File: config.mk
export PLATFORM = sky130hd
export DESIGN_NAME = bsg_wormhole_packet_arbiter
export DESIGN_NICKNAME = d
export VERILOG_FILES = /design/src/rtl/bsg_wormhole_packet_arbiter_pkg.sv /design/src/rtl/bsg_wormhole_rr_pick.sv /design/src/rtl/bsg_wormhole_packet_arbiter.sv
export SDC_FILE = /design/constraint.sdc
export NUM_CORES = 1
export LEC_CHECK = 0
export CORE_MARGIN = 2
export CORE_UTILIZATION = 35
export CTS_CLUSTER_DIAMETER = 60
export CTS_CLUSTER_SIZE = 24
export DETAILED_ROUTE_END_ITERATION = 8
export GPL_TIMING_DRIVEN = 1
export PLACE_DENSITY = 0.88
export SYNTH_ARGS = -nofsm -noshare
export SYNTH_HDL_FRONTEND = slang
export SYNTH_SLANG_ARGS = --single-unit
File: constraint.sdc
create_clock -name clk_i -period 5.5 [get_ports clk_i]
set_input_delay 0.55 -clock clk_i [delete_from_list [all_inputs] [get_ports clk_i]]
set_output_delay 0.55 -clock clk_i [all_outputs]
set_load 0.01 [all_outputs]
File: src/rtl/bsg_wormhole_packet_arbiter_pkg.sv
// bsg_wormhole_packet_arbiter_pkg: shared arbiter state encoding
package bsg_wormhole_packet_arbiter_pkg;
  typedef enum logic {e_idle, e_lock} state_e;
endpackage

File: src/rtl/bsg_wormhole_rr_pick.sv
// bsg_wormhole_rr_pick: first valid requester at or after rr_ptr, wrapping
module bsg_wormhole_rr_pick
  import bsg_wormhole_packet_arbiter_pkg::*;
#(
  parameter int els_p = 4,
  parameter int lg_els_lp = (els_p > 1) ? $clog2(els_p) : 1
) (
  input  logic [lg_els_lp-1:0] rr_ptr_i,
  input  logic [els_p-1:0]     v_i,
  output logic [lg_els_lp-1:0] sel_o,
  output logic                 any_v_o
);
  logic [lg_els_lp-1:0] idx;
  // scan farthest-first so the candidate closest to rr_ptr wins
  always_comb begin
    sel_o = '0;
    idx = '0;
    for (int k = els_p - 1; k >= 0; k--) begin
      idx = lg_els_lp'((int'(rr_ptr_i) + k) % els_p);
      if (v_i[idx]) sel_o = idx;
    end
  end
  assign any_v_o = |v_i;
endmodule

File: src/rtl/bsg_wormhole_packet_arbiter.sv
// bsg_wormhole_packet_arbiter: packet-atomic round-robin share of one wormhole link
module bsg_wormhole_packet_arbiter
  import bsg_wormhole_packet_arbiter_pkg::*;
#(
  parameter int els_p = 4,
  parameter int flit_width_p = 32,
  parameter int cord_width_p = 5,
  parameter int len_width_p = 4,
  parameter int lg_els_lp = (els_p > 1) ? $clog2(els_p) : 1
) (
  input  logic                          clk_i,
  input  logic                          reset_n_i,
  input  logic [els_p-1:0]              v_i,
  input  logic [els_p*flit_width_p-1:0] data_i,
  output logic [els_p-1:0]              ready_and_o,
  output logic                          v_o,
  output logic [flit_width_p-1:0]       data_o,
  input  logic                          ready_and_i,
  output logic                          lock_o,
  output logic [lg_els_lp-1:0]          lock_id_o,
  output logic                          pkt_done_o
);
  typedef struct packed {
    logic [flit_width_p-cord_width_p-len_width_p-1:0] payload;
    logic [len_width_p-1:0]                           len;
    logic [cord_width_p-1:0]                          cord;
  } hdr_s;
  state_e               state;
  logic [len_width_p-1:0] cnt;
  logic [lg_els_lp-1:0] rr_ptr, lock_id, pick_sel, sel, nxt;
  logic                 any_v, hs, done;
  hdr_s                 flit;
  bsg_wormhole_rr_pick #(.els_p(els_p), .lg_els_lp(lg_els_lp)) pick (
    .rr_ptr_i(rr_ptr),
    .v_i(v_i),
    .sel_o(pick_sel),
    .any_v_o(any_v)
  );
  assign sel = (state == e_lock) ? lock_id : pick_sel;
  assign flit = hdr_s'(data_i[int'(sel)*flit_width_p +: flit_width_p]);
  assign data_o = flit;
  assign v_o = reset_n_i & ((state == e_lock) ? v_i[lock_id] : any_v);
  assign hs = v_o & ready_and_i;
  assign done = hs & ((state == e_idle) ? (flit.len == '0) : (cnt == len_width_p'(1)));
  assign pkt_done_o = done;
  assign ready_and_o = reset_n_i ? (els_p'(ready_and_i) << sel) : '0;
  assign nxt = (int'(sel) == els_p - 1) ? '0 : sel + 1'b1;
  assign lock_o = (state == e_lock);
  assign lock_id_o = lock_id;
  // header opens a packet, body handshakes count down, completion advances rr_ptr
  always_ff @(posedge clk_i or negedge reset_n_i)
    if (!reset_n_i) begin
      state <= e_idle;
      cnt <= '0;
      rr_ptr <= '0;
      lock_id <= '0;
    end else if (hs) begin
      if (state == e_idle) begin
        if (flit.len == '0) rr_ptr <= nxt;
        else begin
          state <= e_lock;
          cnt <= flit.len;
          lock_id <= sel;
        end
      end else begin
        cnt <= cnt - 1'b1;
        if (cnt == len_width_p'(1)) begin
          state <= e_idle;
          rr_ptr <= nxt;
        end
      end
    end
endmodule
==> metrics.md, run 1 <==
| Metric | Value |
|---|---|
| Synth warn | 0 |
| DRC viols | 0 |
| Final hold slack | 0.560 ns |
| Wl on met1 | roughly 3400 um |
| Post-Place Worst Slack | 0.774 ns |
| Slew headroom | 0.472 |
| Die Footprint | 6430 sq um |
| Vias per cell | 5.43 |
| Met3 wire length | 834 um |
| Post-Syn Area per Cell | 6.37 sq um |
| DRT Pass-1 Iters | 4 |
| Reg2Reg Depth | 9 |
| Clock sinks | 9 |
| HP Start | cnt[1]$_DFFE_PN0P_ |
| Inserted Diodes | 0 |
| Worst vdd ir | between 0.0003 and 0.0004 V |
| PwrDens | 503 nW/um^2 |
| Syn Nets | 457 |
| Status | complete, no violations |
| Hold_buf cts | 0 |
| Via count | slightly below 3000 |
| Worst Path Max Fanout | 36 |
| DR WL met2 | 4340 um |
| Yosys cell types | 62 |
| CTS Root Buffer Type | clkbuf_8 |
| Initial Util | 0.367 |
| EDFF count, synth | 0 |
| HP Class | flop to flop |
| IO Port Bufs | 175 |
| CP startpoint | v_i[2] |
| Seq/Total Area, Yosys | 0.111 |
| WP data required | a little under 5 ns |
| Period utilization | 0.864 |
| CTS tree | yes |
| Max stage delay on crit path | 0.60 ns |
| Vias in the first global route | approximately 3000 |
| Crit path top cell by count | clkdlybuf4s50_1 |
| Critical path class | input pin to output port |
| Initial antenna violation count | 0 |
| Num CTS Buffers | 3 |
| FFs w/ async S/R, synth | 1.00 |
| Slowest CP cell | or4_1 |
| Worst skew pair latency | 0.24 ns |
| Worst Setup Slack, final | 0.747 ns |
| Clk slew on worst S/H paths | ~0.05 ns |
| Post-Synthesis Cell Area | 2030 sq um |
| Most frequent cells in the layout | clkdlybuf4s50_1 (175), nand2_1 (122), and3_1 (28), a31oi_1 (28), nor2_1 (11) |
| R2R Setup Slk | ~2.2 ns |
| 1st-iter DRT viols | 175 |
| Synth Register Bits | 9 |
| LEAKAGE | roughly 1.5 nW |
| Fill cell count | 463 |
| Final Setup Violations | 0 |
| # IOs | between 150 and 200 |
| Max Buffers Root-to-Sink | 2 |
| # nets final | 615 |
| Cells after Synth | 319 |
| Global-route wire length before repair | 13700 um |
| Final Critical Period | between 4 and 5 ns |
| Area growth, synth to finish | 87.4% |
| Actual slew at the worst max-slew pin | 0.792 ns |
| Final slew viol count | 0 |
| Reg-to-reg endpoint | lock_id_o[0]$_DFFE_PN0P_ |
| GR Overflow Total | 0 |
| Max-cap check violation count | 0 |
| Post-CTS Setup Inserts | 0 |
| Final hold viol count | 0 |
| Layout cell share with drive strength beyond 1 | 0.0735 |
| Setup TNS | 0 ns |
| GPL Wtd Cong | around 0.89 |
| Worst R2R Start | lock_o$_DFFE_PN0P_ |
| ANT nets after route | 0 |
| Num rows | 27 |
| Clk_skew | 0.00948 ns |
| # H-tree levels | 1 |
| Width of the die | 80.2 um |
| Fmax | between 200 and 250 MHz |
| Reg area | approximately 230 sq um |
| Most common cell after layout, fill and taps aside | clkdlybuf4s50_1 |
| Worst setup SP type | input pin |
| Worst setup endpoint | pkt_done_o |
| WL final | about 9000 um |
| DR top layer | met4 |
| Cts repair resizes | 0 |
| Post-detail-place hpwl | 6870 um |
| Multi-input combinational cell area | 1650 sq um |
| Tot GR Track Use | 0.261 |
| Core box area | between 5000 and 6000 sq um |
| Critical path cell sequence | clkdlybuf4s50_1, a21boi_2, o221a_4, nand2_4, inv_2, nor4_2, a221oi_2, or4_1, o21a_1, nor2_1, clkdlybuf4s50_1 |
| Routed len/inst | 16.2 um |
| Top FF cell, synth | dfrtp_1 |
| Setup repair after global routing missed its margin | no |
| Crit path capture type | output port |
| Die height | 80.2 um |
| Crit path arrival time | between 4 and 5 ns |
| Largest net degree at the start of global routing | 63 |
synthesized netlist by cell type, types with 3 or more instances:
cell	number	share of area
nor2_1	11	0.020
a221oi_2	3	0.022
o21ai_1	4	0.0099
nor3_1	8	0.020
nand2_1	122	0.23
nand2b_1	3	0.0092
mux2_2	4	0.022
a21o_1	4	0.015
buf_1	6	0.011
dfrtp_1	9	0.11
nand3_1	6	0.015
ha_1	3	0.018
clkbuf_1	12	0.022
inv_1	3	0.0055
a31oi_1	28	0.086
a221oi_1	3	0.013
nor2b_1	3	0.0092
a22oi_1	6	0.022
and3_1	28	0.086
stage by stage:
step / std cells / power, mW / utilization / cell area (sq um)
2_1_floorplan: 319 / 1.12 / - / 2030
3_3_place_gp: 544 / 1.80 / 0.679 / 3760
3_5_place_dp: 544 / 1.83 / 0.679 / 3760
4_1_cts: 548 / 1.92 / 0.687 / 3810
5_1_grt: 548 / 2.07 / 0.687 / 3810
6_report: 548 / 1.92 / 0.687 / 3810
registers in the layout (all words and copies together), names as in the netlist:
register and count:
lock_o 1, cnt 4, lock_id_o 2, rr_ptr 2
worst min-delay path by stage:
stage               cells past startpoint  slack [ns]            endpoint
floorplan                               0        0.25  cnt[0]$_DFFE_PN0P_
global placement                        2        0.53  cnt[1]$_DFFE_PN0P_
detailed placement                      2        0.54  cnt[1]$_DFFE_PN0P_
CTS                                     2        0.56  cnt[1]$_DFFE_PN0P_
global route                            2        0.62  cnt[1]$_DFFE_PN0P_
finish                                  2        0.56  cnt[1]$_DFFE_PN0P_
worst max-delay path, delay by kind of cell:
kind | cells | cell delay (ns)
buffers and inverters | 3 | 1.40
and+or+nand+nor | 4 | 1.36
AOI/OAI and AO/OA | 4 | 0.88
area by class of cell:
class	instances	area share
repair buffers	177	0.464
multi-input cells	280	0.434
flip-flops and latches	9	0.0592
well taps	72	0.0237
clock buffers	3	0.0108
inverters	6	0.00723
clock inverters	1	0.00131
report_power, final:
part / switching, mW / internal [mW] / total, mW
Combinational: 0.871 / 0.830 / 1.70
Clock: 0.0295 / 0.0497 / 0.0791
Sequential: 0.0470 / 0.0894 / 0.136
Total: 0.947 / 0.969 / 1.92
logic make-up after synthesis:
group,share of synthesized area
mux,0.0462
simple gates,0.478
fa+ha+maj,0.0185
flops,0.111
buf+inv,0.0764
compound gates,0.270
metal layers:
layer / up-vias / global-route usage
met5: - / 0
met4: 0 / 0.100
met3: 27 / 0.0708
met2: 153 / 0.475
met1: 1329 / 0.285
li1: 1468 / -
(Power assumes the default switching activity.)
==> run 2, diff against run 1 <==
--- a/config.mk
+++ b/config.mk
@@ -5,9 +5,10 @@
 export SDC_FILE = /design/constraint.sdc
 export NUM_CORES = 1
 export LEC_CHECK = 0
+export CORE_ASPECT_RATIO = 1.5
 export CORE_MARGIN = 2
 export CORE_UTILIZATION = 35
-export CTS_CLUSTER_DIAMETER = 60
+export CTS_CLUSTER_DIAMETER = 120
 export CTS_CLUSTER_SIZE = 24
 export DETAILED_ROUTE_END_ITERATION = 8
 export GPL_TIMING_DRIVEN = 1
==> run 2 against run 1 <==
Against the previous run: largest cell class unchanged; final area hardly changed; routed wire length is 6.9% lower; utilization is 2.0 points lower.
==> metrics.md, run 2 (same netlist as run 1, synthesis figures left out) <==
| Metric | Value |
|---|---|
| Status | complete, no violations |
| DRC viols | 0 (unchanged) |
| Max Buffers Root-to-Sink | 2 (unchanged) |
| Vias per cell | 5.38 (-0.91%) |
| Clk slew on worst S/H paths | 0.04 ns (about the same) |
| Worst hold endpoint | cnt[1]$_DFFE_PN0P_ |
| GR Overflow Total | 0 (unchanged) |
| Reg-to-reg endpoint | rr_ptr[0]$_DFFE_PN0P_ |
| Reg area | 225 sq um (unchanged) |
| Initial antenna violation count | 0 (unchanged) |
| CTS Root Buffer Type | clkbuf_8 |
| LEAKAGE | 1.53 nW (-0.18%) |
| Multi-input combinational cell area | 1650 sq um (unchanged) |
| Most frequent cells in the layout | clkdlybuf4s50_1 (175), nand2_1 (122), and3_1 (28), a31oi_1 (28), nor2_1 (11) |
| Num rows | 34 (+26%) |
| Die height | 97.3 um (+21%) |
| Post-detail-place hpwl | 6430 um (-6.4%) |
| Final hold slack | 0.565 ns (+0.00570 ns) |
| Final Critical Period | 4.72 ns (-0.0289 ns) |
| Hold Path Depth | 2 (unchanged) |
| WL final | 8250 um (-6.9%) |
| Max-cap check violation count | 0 (unchanged) |
| Slew headroom | 0.497 (+0.0247) |
| HP Start | cnt[1]$_DFFE_PN0P_ |
| Global-route wire length before repair | 13500 um (-1.3%) |
| Period utilization | 0.859 (-0.00525) |
| Critical path cell sequence | clkdlybuf4s50_1, a21boi_2, o221a_4, nand2_4, inv_2, nor4_2, a221oi_2, or4_1, o21a_1, nor2_1, clkdlybuf4s50_1 |
| # H-tree levels | 1 (unchanged) |
| Worst skew pair latency | 0.23 ns (about the same) |
| Reg2Reg Depth | 9 (unchanged) |
| Post-CTS Setup Inserts | 0 (unchanged) |
| Inst Count DP | 544 (unchanged) |
| Clk_skew | 0.000658 ns (-0.00882 ns) |
| Most common cell after layout, fill and taps aside | clkdlybuf4s50_1 |
| Tot GR Track Use | 0.256 (-0.00479) |
| Layout cell share with drive strength beyond 1 | 0.0714 (-0.00210) |
| Cts repair resizes | 0 (unchanged) |
| WP data required | 4.95 ns (about the same) |
| Worst R2R Start | lock_o$_DFFE_PN0P_ |
| Num CTS Buffers | 3 (unchanged) |
| Reg with most FFs | cnt |
| Slowest CP cell | or4_1 |
| Max reg flops | 4 (unchanged) |
| Final slew viol count | 0 (unchanged) |
| Buf/Inv on CP | 3 (unchanged) |
| Worst vdd ir | 0.000366 V (+0.25%) |
| Die Footprint | 6440 sq um (+0.20%) |
| GPL Wtd Cong | 0.909 (+2.3%) |
| Largest net degree at the start of global routing | 63 (unchanged) |
| Combinational share of power | 0.891 (+0.003) |
| Actual slew at the worst max-slew pin | 0.755 ns (-0.0371 ns) |
| Crit path top cell by count | clkdlybuf4s50_1 |
| Fill cell count | 488 (+5.4%) |
| Post-Place Worst Slack | 0.798 ns (+0.0241 ns) |
| NetSw | 0.938 mW (-0.93%) |
| Hold_buf cts | 0 (unchanged) |
| Via count | 2950 (-0.91%) |
| Setup repair after global routing missed its margin | no |
| Width of the die | 66.2 um (-17%) |
| Crit path capture type | output port |
| DRT Pass-1 Iters | 5 (+1) |
| Core box area | 5700 sq um (+2.9%) |
| IO Port Bufs | 175 (unchanged) |
| ANT nets after route | 0 (unchanged) |
| 1st-iter DRT viols | 222 (+27%) |
| Clock share of power | 0.041 (about the same) |
| Max stage delay on crit path | 0.60 ns (about the same) |
| Final hold viol count | 0 (unchanged) |
| CP delay by family, top | buffers and inverters |
| Inserted Diodes | 0 (unchanged) |
| Clock sinks | 9 (unchanged) |
| Reg power frac | 0.069 (-0.002) |
| Critical path class | input pin to output port |
| Vias in the first global route | 2888 (-3.5%) |
| Switching Fraction | 0.492 (-0.00246) |
| Finished Layout Cells | 548 (unchanged) |
| HP Class | flop to flop |
| CTS tree | yes |
| # IOs | 176 (unchanged) |
| Setup TNS | 0 ns (unchanged) |
| Worst Setup Slack, final | 0.775 ns (+0.0289 ns) |
| Routed len/inst | 15.1 um (-6.9%) |
| PwrDens | 501 nW/um^2 (-0.40%) |
| Crit path arrival time | 4.17 ns (-0.03 ns) |
| Fmax | 212 MHz (+0.61%) |
| Area growth, synth to finish | 87.4% (about the same) |
| Worst Path Max Fanout | 36 (unchanged) |
| Final Setup Violations | 0 (unchanged) |
| Initial Util | 0.356 (-0.0103) |
| R2R Setup Slk | 2.16 ns (about the same) |
| # nets final | 615 (unchanged) |
| Worst setup SP type | input pin |
| Internal power | 0.970 mW (about the same) |
==> run 2: cell types whose count changed in the layout (fill, tap and decap cells not counted), sizes merged <==
cell,change
clkinv,-1
clkbuf,+1
==> run 2: how the worst max path moves through the flow <==
stage	endpoint	slack [ns]	start	depth (start not counted)
floorplan	pkt_done_o	2.47	v_i[2]	9
global placement	pkt_done_o	0.85	v_i[2]	11
detailed placement	pkt_done_o	0.80	v_i[2]	11
CTS	pkt_done_o	0.78	v_i[2]	11
global route	pkt_done_o	0.55	v_i[2]	11
finish	pkt_done_o	0.78	v_i[2]	11
==> run 2: power groups by stage <==
stage	logic, mW	registers, mW	clock network (mW)
floorplan	0.999	0.118	0
global placement	1.67	0.129	0
detailed placement	1.69	0.130	0
CTS	1.70	0.129	0.0766
global route	1.84	0.133	0.0828
finish	1.70	0.131	0.0774
==> run 2: layout make-up <==
cell class                 instances  share of cell area
clock buffer                       4              0.0118
timing repair buffer             177               0.464
multi-input combinational        280               0.434
tap                               72              0.0237
sequential                         9              0.0592
inverter                           6             0.00723
==> run 2: metal layers <==
layer  part of all wire  vias up  track usage
met3              0.072       22       0.0417
met2               0.53      136        0.450
li1                   -     1462            -
met5                  0        -            0
met1               0.37     1330        0.305
met4              0.028        0       0.0879
==> run 2: tightest hold or removal path, cell delays in order (launching register included) <==
cell,delay (ns)
dfrtp_1,0.39
nand2_1,0.06
o221ai_1,0.07
==> run 2: stage by stage <==
| step | total power, mW | instance area [sq um] | utilization |
|---|---|---|---|
| after global routing | 2.05 | 3800 | 0.667 |
| after detailed placement | 1.82 | 3760 | 0.660 |
| final | 1.91 | 3800 | 0.667 |
| after floorplan | 1.12 | 2030 | - |
| after global placement | 1.80 | 3760 | 0.660 |
| after CTS | 1.91 | 3800 | 0.667 |
==> run 3, diff against run 2 <==
--- a/config.mk
+++ b/config.mk
@@ -6,7 +6,6 @@
 export NUM_CORES = 1
 export LEC_CHECK = 0
 export CORE_ASPECT_RATIO = 1.5
-export CORE_MARGIN = 2
 export CORE_UTILIZATION = 35
 export CTS_CLUSTER_DIAMETER = 120
 export CTS_CLUSTER_SIZE = 24
==> run 3 against run 2 <==
Against the previous run: die area fell by 5.0%; final area barely moved; critical path depth did not move; non-clock buffer count did not move; largest power group unchanged; via count rose by 2.5%; sequential share of layout area barely moved; hold slack got worse by 0.010 ns; sequential power barely moved; clock skew barely moved.
==> metrics.md, run 3 (same netlist as run 1, synthesis figures left out) <==
| Metric | Value |
|---|---|
| Status | complete, no violations |
| Max reg flops | 4 (unchanged) |
| Buf/Inv on CP | 3 (unchanged) |
| Worst skew pair latency | 0.23 ns (about the same) |
| # H-tree levels | 1 (unchanged) |
| Max stage delay on crit path | 0.60 ns (about the same) |
| CTS Root Buffer Type | clkbuf_8 |
| Final core utilization | 0.687 (+0.0198) |
| Worst Path Max Fanout | 36 (unchanged) |
| Worst vdd ir | 0.000257 V (-30%) |
| Vias per cell | 5.54 (+2.9%) |
| Clk slew on worst S/H paths | 0.04 ns (about the same) |
| Post-Place Worst Slack | 0.784 ns (-0.0141 ns) |
| Routed len/inst | 15.2 um (+1.0%) |
| Global-route wire length before repair | 13100 um (-2.8%) |
| Die height | 95.3 um (-2.1%) |
| Initial Util | 0.367 (+0.0108) |
| Post-CTS Setup Inserts | 0 (unchanged) |
| GPL Wtd Cong | 0.875 (-3.7%) |
| Post-detail-place hpwl | 6440 um (+0.15%) |
| Die Footprint | 6120 sq um (-5.0%) |
| CTS tree | yes |
| Worst Setup Slack, final | 0.723 ns (-0.0523 ns) |
| Fmax | 209 MHz (-1.1%) |
| Num CTS Buffers | 3 (unchanged) |
| DRC viols | 0 (unchanged) |
| Setup TNS | 0 ns (unchanged) |
| Clk_skew | 0.000288 ns (-0.000371 ns) |
| Period utilization | 0.869 (+0.00950) |
| Cts repair resizes | 0 (unchanged) |
| Width of the die | 64.2 um (-3.0%) |
| Inserted Diodes | 0 (unchanged) |
| CP delay by family, top | buffers and inverters |
| Reg with most FFs | cnt |
| Layout cell share with drive strength beyond 1 | 0.0714 (unchanged) |
| Critical path cell sequence | clkdlybuf4s50_1, a21boi_2, o221a_4, nand2_4, inv_2, nor4_2, a221oi_2, or4_1, o21a_1, nor2_1, clkdlybuf4s50_1 |
| Initial antenna violation count | 0 (unchanged) |
| # nets final | 615 (unchanged) |
| ANT nets after route | 0 (unchanged) |
| Critical path class | input pin to output port |
| Slew headroom | 0.469 (-0.0278) |
| Actual slew at the worst max-slew pin | 0.797 ns (+0.0417 ns) |
| HP Class | flop to flop |
| LEAKAGE | 1.53 nW (unchanged) |
| Num rows | 33 (-2.9%) |
| IO Port Bufs | 175 (unchanged) |
| Final Critical Period | 4.78 ns (+0.0523 ns) |
| Total power | 1.91 mW (+0.17%) |
| Most common cell after layout, fill and taps aside | clkdlybuf4s50_1 |
| Crit path top cell by count | clkdlybuf4s50_1 |
| WL final | 8310 um (+0.63%) |
| Hold_buf cts | 0 (unchanged) |
| Vias in the first global route | 2925 (+1.3%) |
| Crit path capture type | output port |
| Largest net degree at the start of global routing | 63 (unchanged) |
| Max-cap check violation count | 0 (unchanged) |
| Area growth, synth to finish | 87.2% (about the same) |
| Most frequent cells in the layout | clkdlybuf4s50_1 (175), nand2_1 (122), and3_1 (28), a31oi_1 (28), nor2_1 (11) |
| PwrDens | 503 nW/um^2 (+0.24%) |
| Final Setup Violations | 0 (unchanged) |
| Slowest CP cell | or4_1 |
| Setup repair after global routing missed its margin | no |
| Final hold viol count | 0 (unchanged) |
| Core box area | 5530 sq um (-2.9%) |
| GR Overflow Total | 0 (unchanged) |
| Worst setup SP type | input pin |
| Tot GR Track Use | 0.267 (+0.0107) |
| Via count | 3025 (+2.5%) |
| 1st-iter DRT viols | 173 (-22%) |
| WP data required | 4.95 ns (about the same) |
| Final slew viol count | 0 (unchanged) |
| Crit path arrival time | 4.23 ns (+0.06 ns) |
| Clock sinks | 9 (unchanged) |
| Max Buffers Root-to-Sink | 2 (unchanged) |
| # IOs | 176 (unchanged) |
| DRT Pass-1 Iters | 4 (-1) |
## run 3: cell counts in the layout (fill, tap and decap cells not counted)
No cell type changed its count.
## run 3: layout make-up
cell class	instances	area, sq um
fill	489	1730
clock buffer	4	45.0
multi-input combinational	280	1650
sequential	9	225
inverter	6	27.5
tap	70	87.6
timing repair buffer	177	1770
## run 3: routing by layer
metal | wire length, um | share of wire | vias up | global-route usage
met4 | 403 | 0.049 | 0 | 0.133
li1 | - | - | 1462 | -
met1 | 2940 | 0.35 | 1365 | 0.283
met2 | 4310 | 0.52 | 160 | 0.496
met5 | 0 | 0 | - | 0
met3 | 648 | 0.078 | 38 | 0.0526
## run 3: tightest hold or removal path, cell delays in order (launching register included)
cell and delay [ns]:
dfrtp_1 0.38, nand2_1 0.06, o221ai_1 0.07
## run 3: path summary, 6_finish.rpt
check	cells after the start	end	slack (ns)	start
setup / recovery	11	pkt_done_o	0.72	v_i[2]
hold / removal	2	cnt[1]$_DFFE_PN0P_	0.56	cnt[1]$_DFFE_PN0P_
setup reg to reg	9	rr_ptr[0]$_DFFE_PN0P_	2.12	lock_o$_DFFE_PN0P_
hold reg to reg	2	cnt[1]$_DFFE_PN0P_	0.56	cnt[1]$_DFFE_PN0P_
max in group asynchronous	1	lock_id_o[1]$_DFFE_PN0P_	4.52	reset_n_i
min in group asynchronous	1	cnt[1]$_DFFE_PN0P_	0.65	reset_n_i
## run 3: where the power goes
group / internal, mW / total (mW) / switching, mW
registers: 0.0897 / 0.131 / 0.0416
logic: 0.829 / 1.70 / 0.876
clock network: 0.0504 / 0.0753 / 0.0249
total: 0.969 / 1.91 / 0.943
## run 3: metrics by stage
stage | hold WS [ns] | instance area (sq um) | cells
2_1_floorplan | 0.254 | 2030 | 319
3_3_place_gp | 0.557 | 3760 | 542
3_5_place_dp | 0.549 | 3760 | 542
4_1_cts | 0.562 | 3800 | 546
5_1_grt | 0.585 | 3800 | 546
6_report | 0.555 | 3800 | 546
